$ cat config.mk
export PLATFORM = sky130hd
export DESIGN_NAME = hazard_sched
export DESIGN_NICKNAME = d
export VERILOG_FILES = /design/src/rtl/hazard_sched.sv
export SDC_FILE = /design/constraint.sdc
export NUM_CORES = 1
export LEC_CHECK = 0
export ABC_AREA = 1
export ABC_CLOCK_PERIOD_IN_PS = 3000
export BUFFER_PORTS_ARGS = -buffer_cell sky130_fd_sc_hd__buf_2
export CORE_AREA = 2 2 73 92
export CTS_CLUSTER_DIAMETER = 50
export CTS_CLUSTER_SIZE = 25
export DETAILED_ROUTE_END_ITERATION = 8
export DIE_AREA = 0 0 75 94
export PLACE_DENSITY_LB_ADDON = 0.08
export SYNTH_ARGS = -nofsm -noshare
export SYNTH_HDL_FRONTEND = slang
export SYNTH_SLANG_ARGS = --single-unit
$ cat constraint.sdc
create_clock -name clk -period 3 [get_ports clk]
set_input_delay 0.6 -clock clk [delete_from_list [all_inputs] [get_ports clk]]
set_output_delay 0.6 -clock clk [all_outputs]
set_load 0.02 [all_outputs]
$ cat src/rtl/hazard_sched.sv
// hazard_sched
// ------------
// Issue controller for the decode stage of a 5-stage in-order pipeline.
// It sits between the IF/ID and ID/EX latches. A 16-entry scoreboard
// tracks register writes that are in flight. There is no forwarding, so
// any RAW or WAW dependency on a busy register holds ID until the writer
// retires. A taken branch that issues from ID starts a wrong-path flush.
// The flush kills IF and suppresses issue for FLUSH_CYCLES cycles. The
// block also counts total stall cycles and raises a sticky watchdog error
// when one stall run becomes too long.
//
// Parameters
//   FLUSH_CYCLES : cycles of issue suppression / IF kill after a taken branch (1..7)
//   MAX_STALL    : consecutive stall cycles that set stall_err (1..65535)
//   ZERO_REG_EN  : 1 = register 0 is never marked busy
//
// Ports
//   clk, rst            : rising-edge clock, asynchronous active-high reset
//   id_valid            : ID holds a real instruction
//   id_ra/id_rb/id_rd   : source A, source B and destination register numbers
//   id_uses_ra/_rb      : the instruction reads ra / rb
//   id_writes           : the instruction writes rd
//   id_branch           : the instruction is a branch
//   pc_select           : branch compare is taken, valid in the same cycle
//   wb_valid, wb_rd     : writeback retiring a write to wb_rd this cycle
//   issue               : ID instruction advances to EX this cycle
//   stall_id            : hold PC and the IF/ID latch
//   bubble_ex           : load a NOP into ID/EX
//   flush_if            : clear the IF/ID latch at the next edge
//   busy_mask           : scoreboard, bit n = write to rn pending (registered)
//   stall_count         : saturating total of stall cycles since reset (registered)
//   stall_err           : sticky watchdog error (registered)

module hazard_sched #(
  parameter int unsigned FLUSH_CYCLES = 1,
  parameter int unsigned MAX_STALL    = 64,
  parameter bit          ZERO_REG_EN  = 1'b0
) (
  input  logic        clk,
  input  logic        rst,
  input  logic        id_valid,
  input  logic [3:0]  id_ra,
  input  logic [3:0]  id_rb,
  input  logic [3:0]  id_rd,
  input  logic        id_uses_ra,
  input  logic        id_uses_rb,
  input  logic        id_writes,
  input  logic        id_branch,
  input  logic        pc_select,
  input  logic        wb_valid,
  input  logic [3:0]  wb_rd,
  output logic        issue,
  output logic        stall_id,
  output logic        bubble_ex,
  output logic        flush_if,
  output logic [15:0] busy_mask,
  output logic [15:0] stall_count,
  output logic        stall_err
);

  localparam logic [2:0]  FLUSH_LOAD = 3'(FLUSH_CYCLES);
  localparam logic [15:0] STALL_LIM  = 16'(MAX_STALL);

  typedef enum logic {
    ST_RUN,
    ST_FLUSH
  } state_t;

  state_t      state;
  logic [2:0]  flush_cnt;
  logic [15:0] consec_cnt;
  logic        hazard;
  logic [15:0] busy_next;

  // Hazard check against the registered scoreboard only. A register that
  // retires this cycle still counts as busy, because the register file is
  // not assumed to write before it reads. The value becomes readable in
  // the cycle after writeback.
  always_comb begin
    hazard = id_valid &
             ((id_uses_ra & busy_mask[id_ra]) |
              (id_uses_rb & busy_mask[id_rb]) |
              (id_writes  & busy_mask[id_rd]));
  end

  // Pipeline control outputs. In RUN, ID issues unless a hazard holds it.
  // A branch redirects only on the cycle it actually issues. A stalled
  // branch's pc_select is ignored. In FLUSH, the wrong-path slots are
  // killed: IF is cleared, EX gets bubbles and the ID inputs are ignored.
  always_comb begin
    issue     = 1'b0;
    stall_id  = 1'b0;
    bubble_ex = 1'b1;
    flush_if  = 1'b0;
    if (state == ST_RUN) begin
      issue     = id_valid & ~hazard;
      stall_id  = hazard;
      bubble_ex = ~(id_valid & ~hazard);
      flush_if  = id_valid & ~hazard & id_branch & pc_select;
    end else begin
      flush_if  = 1'b1;
    end
  end

  // Next scoreboard value. The writeback clear is applied first and the
  // new issue's set second. When both hit the same register, the bit stays
  // set: the newly issued write is still pending. Clearing a register that
  // is not busy leaves the mask unchanged.
  always_comb begin
    busy_next = busy_mask;
    if (wb_valid) begin
      busy_next[wb_rd] = 1'b0;
    end
    if (issue && id_writes) begin
      busy_next[id_rd] = 1'b1;
    end
    if (ZERO_REG_EN) begin
      busy_next[0] = 1'b0;
    end
  end

  // Flush sequencer. The edge that sees flush_if in RUN loads the counter
  // with FLUSH_CYCLES. The block returns to RUN on the edge where the
  // counter reads 1. FLUSH therefore occupies exactly FLUSH_CYCLES cycles.
  always_ff @(posedge clk or posedge rst) begin
    if (rst) begin
      state     <= ST_RUN;
      flush_cnt <= 3'd0;
    end else begin
      case (state)
        ST_RUN: begin
          if (flush_if) begin
            state     <= ST_FLUSH;
            flush_cnt <= FLUSH_LOAD;
          end
        end
        ST_FLUSH: begin
          if (flush_cnt <= 3'd1) begin
            state     <= ST_RUN;
            flush_cnt <= 3'd0;
          end else begin
            flush_cnt <= flush_cnt - 3'd1;
          end
        end
        default: begin
          state     <= ST_RUN;
          flush_cnt <= 3'd0;
        end
      endcase
    end
  end

  // Scoreboard register.
  always_ff @(posedge clk or posedge rst) begin
    if (rst) begin
      busy_mask <= 16'h0000;
    end else begin
      busy_mask <= busy_next;
    end
  end

  // Stall accounting. The total count saturates at 0xFFFF. The run-length
  // counter measures consecutive stall cycles and clears on any non-stall
  // cycle, and FLUSH cycles are not stalls. The run-length counter stops at
  // the limit so it never wraps. The watchdog sets on the edge where the
  // run length reaches MAX_STALL, and it stays set until reset.
  always_ff @(posedge clk or posedge rst) begin
    if (rst) begin
      stall_count <= 16'h0000;
      consec_cnt  <= 16'h0000;
      stall_err   <= 1'b0;
    end else begin
      if (stall_id) begin
        if (stall_count != 16'hFFFF) begin
          stall_count <= stall_count + 16'd1;
        end
        if (consec_cnt != STALL_LIM) begin
          consec_cnt <= consec_cnt + 16'd1;
        end
        if (({1'b0, consec_cnt} + 17'd1) >= {1'b0, STALL_LIM}) begin
          stall_err <= 1'b1;
        end
      end else begin
        consec_cnt <= 16'h0000;
      end
    end
  end

endmodule

### Yosys cells after proc, flatten, opt, wreduce, memory -nomap -nowiden

Cells that the tools add are included.

| operators by class | value |
|---|---|
| order comparisons | 8 |
| equality and inequality tests | 4 |
| add/subtract/negate cells | 4 |
| div/mod/pow operators | 0 |
| reductions and logical operators | 5 |
| $mul | 0 |
| multiplexer cells | 24 |
| bitwise gates (word level) | 15 |
| shift-type cells | 0 |

Operators by type and width:

| operator | number |
|---|---|
| $mux 16 | 4 |
| $add 16x1->16 const B | 2 |
| $lt 4x5->1 const B | 4 |
| $add 16x1->17 const B | 1 |
| $ge 17x7->1 const B | 1 |
| $and 16x16->16 | 1 |
| $ne 16x16->1 const B | 1 |
| $ne 16x7->1 const B | 1 |
| $not 16->16 | 1 |
| $or 16x16->16 | 1 |
| $bmux 1 s4 | 3 |
| $mux 1 | 11 |
| $demux 1 s4 | 2 |
| $ge 4x1->1 const B | 2 |
| $and 1x1->1 | 7 |
| $mux 3 | 2 |
| $pmux 3 s2 | 1 |
| $reduce_and 2->1 | 2 |
| $le 3x1->1 const B | 1 |
| $logic_and 1x1->1 | 3 |
| $not 1->1 | 3 |
| $sub 3x1->3 const B | 1 |
| $ne 2x1->1 const B | 1 |
| $ne 2x2->1 const B | 1 |
| other kinds (2) | 3 |

| storage, ports and cells | value |
|---|---|
| RAM bits | 0 |
| output and inout bits | 37 |
| latch bits | 0 |
| input bits | 25 |
| memories | 0 |
| register bits after elaboration | 53 |
| memory bits (read-only) | 0 |

### Logic depth before layout (Yosys ltp)

| depth | value |
|---|---|
| depth in word-level cells | 13 |
| mapped depth | 13 |
| gate-level depth less buffers | 13 |

### Least setup slack after synthesis

OpenSTA, ideal clock, no wires.

| timing path | value |
|---|---|
| path kind | in2out |
| start | in id_ra[0] |
| end | out issue |
| setup slack | 0.471 ns |
| cell stages on the path | 12 |
| path buffers | 1 |
| arrival | 1.929 ns |
| path through | buf_4 > inv_2 > nand2_1 > nand3_1 > nand2_1 > a21oi_1 > nand2_1 > nand3_1 > nand2_1 > nor2_4 > nand2_1 > inv_1 |

| on the way | value |
|---|---|
| cells in the longest elaborated chain, start to end | 9 |

RTL lines:

| what | RTL line | text |
|---|---|---|
| start, declared | 42 | `input logic [3:0] id_ra,` |
| $bmux 1 s4 | 81 | `((id_uses_ra & busy_mask[id_ra]) \|` |
| $mux 1 (not written as such) | 81 |  |
| $and 1x1->1 | 81 |  |
| $or 1x1->1 | 81 |  |
| $or 1x1->1 | 82 | `(id_uses_rb & busy_mask[id_rb]) \|` |
| $and 1x1->1 | 80 | `hazard = id_valid &` |
| $not 1->1 | 96 | `issue = id_valid & ~hazard;` |
| $and 1x1->1 | 96 |  |
| $mux 1 | 95 | `if (state == ST_RUN) begin` |
| end, declared | 52 | `output logic issue,` |

No other way between the ends. The select of a mux whose other input is x is not followed.

### Worst setup path after layout

| timing path | value |
|---|---|
| start | in id_rd[0] |
| end | out flush_if |

| on the way | value |
|---|---|
| cells in the longest elaborated chain, start to end | 10 |

RTL lines:

| what | RTL line | text |
|---|---|---|
| start, declared | 44 | `input logic [3:0] id_rd,` |
| $bmux 1 s4 | 83 | `(id_writes & busy_mask[id_rd]));` |
| $mux 1 (not written as such) | 83 |  |
| $and 1x1->1 | 83 |  |
| $or 1x1->1 | 82 |  |
| $and 1x1->1 | 80 |  |
| $not 1->1 | 99 | `flush_if = id_valid & ~hazard & id_branch & pc_select;` |
| $and 1x1->1 (3 in series) | 99 |  |
| $mux 1 | 95 |  |
| end, declared | 55 | `output logic flush_if,` |

No other way between the ends. The select of a mux whose other input is x is not followed.

==> metrics.log <==
[metrics] Static Leak: 2.21 nW
[metrics] Max Clock Skew: ~0.0051 ns
[metrics] result of the run: complete, no violations
[metrics] number of optimization iterations in the first detailed-route pass: 5
[metrics] most common library cell in the layout ignoring fill and taps: nand2_1
[metrics] fraction of synthesized area in multiplexers: 0%
[metrics] sequential fraction of the synthesis area: 36.3%
[metrics] Worst Path Class, Setup: in2out
[metrics] basic-gate share of the synthesized area counting and, or, nand and nor cells: 41.5%
[metrics] sink count of the clock tree: 53
[metrics] highest clock rate: 368 MHz
[metrics] number of buffers inserted by post-CTS setup repair: 0
[metrics] post-synthesis adder-cell area fraction: 1.37%
[metrics] initial antenna violation count: 0
[metrics] area inside the core boundary: between 6000 and 7000 µm²
[metrics] maxcap violations: 0
[metrics] drt wl/cell: ~14 µm
[metrics] setup repair after global routing missed its margin: no
[metrics] clock tree from TritonCTS: done
[metrics] Post-CTS Hold Buffers: 0
[metrics] critical path data required time: roughly 2.4 ns
[metrics] die area: about 7100 µm²
[metrics] number of antenna-violating nets in the routed design: 0
[metrics] total of endpoints with negative setup slack in the final report: 0
[metrics] average footprint of a synthesized cell: 6.85 µm²
[metrics] latest clock arrival within the worst-skew pair: 0.30 ns
[metrics] chain of cells forming the critical path: buf_2 > inv_2 > nand2_1 > nand2_1 > nand2_1 > nand2_1 > nand2_1 > nand2_1 > o21ai_4 > nand4_1 > nand2_1 > buf_2
[metrics] CP dominant cell by count: nand2_1
[metrics] highest cell delay on the worst timing path: 0.24 ns
[metrics] GP Congestion: 0.915
[metrics] netlist area before placement: ~3600 µm²
[metrics] maximum clock path buffer count: 2
[metrics] drt initial violations: 317
[metrics] area fraction in compound gates after synthesis: around 6.2%
[metrics] Die Width: between 70 and 80 µm
[metrics] PostCTS Resize Cnt: 0
[metrics] largest vdd supply drop: 364 µV
[metrics] share of the clock period used by the worst path after layout: 90.6%
[metrics] net count of the mapped netlist: 562
[metrics] GR Overflow Total: 0
[metrics] IO buf count: 61
[metrics] # fillers: 562
[metrics] initial core utilization: approximately three fifths
[metrics] total of warnings raised by yosys: 0
[metrics] worst min-delay path category: in2async
[metrics] vertical die dimension: 94 µm
[metrics] most frequent cells in the layout: nand2_1 (186), buf_2 (61), inv_1 (59)
[metrics] placed wire-length estimate after detailed placement: approximately 7000 µm
[metrics] overall via count from detail_route: 3,704
[metrics] Hold Vio Cnt, Final: 0
[metrics] share of layout cells above drive strength 1: 15.0%
[metrics] number of pins with negative max-slew slack in the final report: 0
[metrics] clock root cell: clkbuf_8
[metrics] Layout Nets: 621
[metrics] cell types occupying the most area after synthesis: dfrtp_1 (36%), nand2_1 (19%), nand4_1 (6.7%)
[metrics] total clock buffers created by CTS: 5
[metrics] all-layer global routing usage: 27.1%
[metrics] xor-xnor portion of the synthesized cell area: 5.04%
[metrics] synthesized flop and latch total: 53
[metrics] number of distinct library cells after synthesis: 35
[metrics] number of diodes added for antenna fixing: 0
[metrics] top cell type by total area after synthesis: dfrtp_1
[metrics] maximum fanout along the worst path: 15
[metrics] final-layout worst hold slack: 0.333 ns
[metrics] power density over the cells: between 500 and 600 nW/µm²
[metrics] overall power consumption: 0.00210 W
[metrics] Slew headroom: 61.8%
[metrics] Final Critical Period: about 2.7 ns
[metrics] aggregate negative setup slack: 0 ns
[metrics] element type at the critical path end: output port
[metrics] worst-margin pin slew: 0.572 ns
[metrics] clock-pin slew reported for the worst setup and hold paths after clock tree synthesis: 0.10 ns
[metrics] number of design rule violations left after detail routing: 0
[metrics] vias in the first global route: 3,356
[metrics] Layout Area Growth over Synthesis: 12.5%
[metrics] pin count of the biggest net entering global routing: 31
[metrics] nature of the critical path startpoint: primary input
[metrics] cell count after synthesis: 533
[metrics] site row count: 32
[metrics] slowest cell on the critical path: nand4_1
[metrics] global-route wire length before repair: 15,000 µm
[metrics] top cell type's share of synthesized area: 36.3%
[metrics] main combinational cell family by area after synthesis: simple AND/OR/NAND/NOR gates
[metrics] Worst EP arrival: 2.12 ns
[metrics] vias per inst: 5.46
[metrics] CTS H-Tree Depth: 2
[metrics] # IOs: 62
[metrics] wirelength, routed: ~9000 µm
[report_power, final]
part           total, W  switching, W  internal [W]
combinational  0.000680      0.000454      0.000226
sequential     0.000927      0.000117      0.000810
clock          0.000494      0.000244      0.000251
total           0.00210      0.000814       0.00129
[worst max-delay path, delay by kind of cell]
kind | cells | cell delay [ns]
AO/OA/AOI/OAI | 1 | 0.21
buffers and inverters | 3 | 0.50
AND/OR/NAND/NOR | 8 | 0.79
[final timing paths]
kind | startpoint | slack (ns) | cells after the start | endpoint
min in group clk | stall_err | 0.48 | 2 | stall_err
hold / removal | rst | 0.33 | 3 | flush_cnt[1]
setup reg to reg | stall_count[0] | 0.66 | 9 | stall_count[8]
setup / recovery | id_rd[0] | 0.28 | 12 | flush_if
max in group asynchronous | rst | 2.35 | 3 | busy_mask[3]
hold reg to reg | stall_err | 0.48 | 2 | stall_err
[cell families (layout without fill, tap and decap cells)]
family,after synthesis,count (layout)
flops,53,53
compound gates,39,39
xor+xnor,21,21
buf+inv,78,138
simple gates,338,338
fa+ha+maj,4,4
[per-layer routing]
layer	global-route usage, %	wire [µm]	vias to the layer above
met2	44.7	4460	154
li1	-	-	1846
met5	0	0	-
met4	10.6	288	0
met1	36.0	3940	1677
met3	3.00	504	27
[metrics by stage]
| step | cell area [µm²] | std cells | setup slack, ns | util [%] |
|---|---|---|---|---|
| floorplan | 3650 | 533 | 0.471 | - |
| detailed placement | 3990 | 670 | 0.334 | 65.2 |
| global route | 4110 | 678 | 0.141 | 67.0 |
| CTS | 4110 | 678 | 0.283 | 67.0 |
| finish | 4110 | 678 | 0.282 | 67.0 |
| global placement | 3990 | 670 | 0.388 | 65.2 |
[area by class of cell]
| class | count | area, µm² | area share, % |
|---|---|---|---|
| Timing Repair Buffer | 66 | 343 | 8.35 |
| Sequential cell | 53 | 1330 | 32.3 |
| Clock inverter | 3 | 43.8 | 1.07 |
| Clock buffer | 5 | 68.8 | 1.68 |
| Inverter | 64 | 240 | 5.85 |
| Tap cell | 85 | 106 | 2.59 |
| Multi-Input combinational cell | 402 | 1980 | 48.2 |
[flip-flops by register name, summed over array words and instances (netlist names)]
name and cells:
state 1, flush_cnt 3, busy_mask 16, stall_count 16, stall_err 1, consec_cnt 16
[cell usage after synthesis, drive strengths merged]
| master | instances |
|---|---|
| a21oi | 9 |
| and3 | 1 |
| buf | 11 |
| clkbuf | 3 |
| dfrtp | 53 |
| ha | 4 |
| inv | 64 |
| nand2 | 187 |
| nand3 | 41 |
| nand3b | 2 |
| nand4 | 40 |
| nor2 | 50 |
| nor3 | 10 |
| nor3b | 1 |
| nor4 | 5 |
| o21ai | 23 |
| o21bai | 3 |
| o31ai | 4 |
| or2 | 1 |
| xnor2 | 7 |
| xor2 | 14 |
Note: power is estimated with default switching activity, not from simulation.
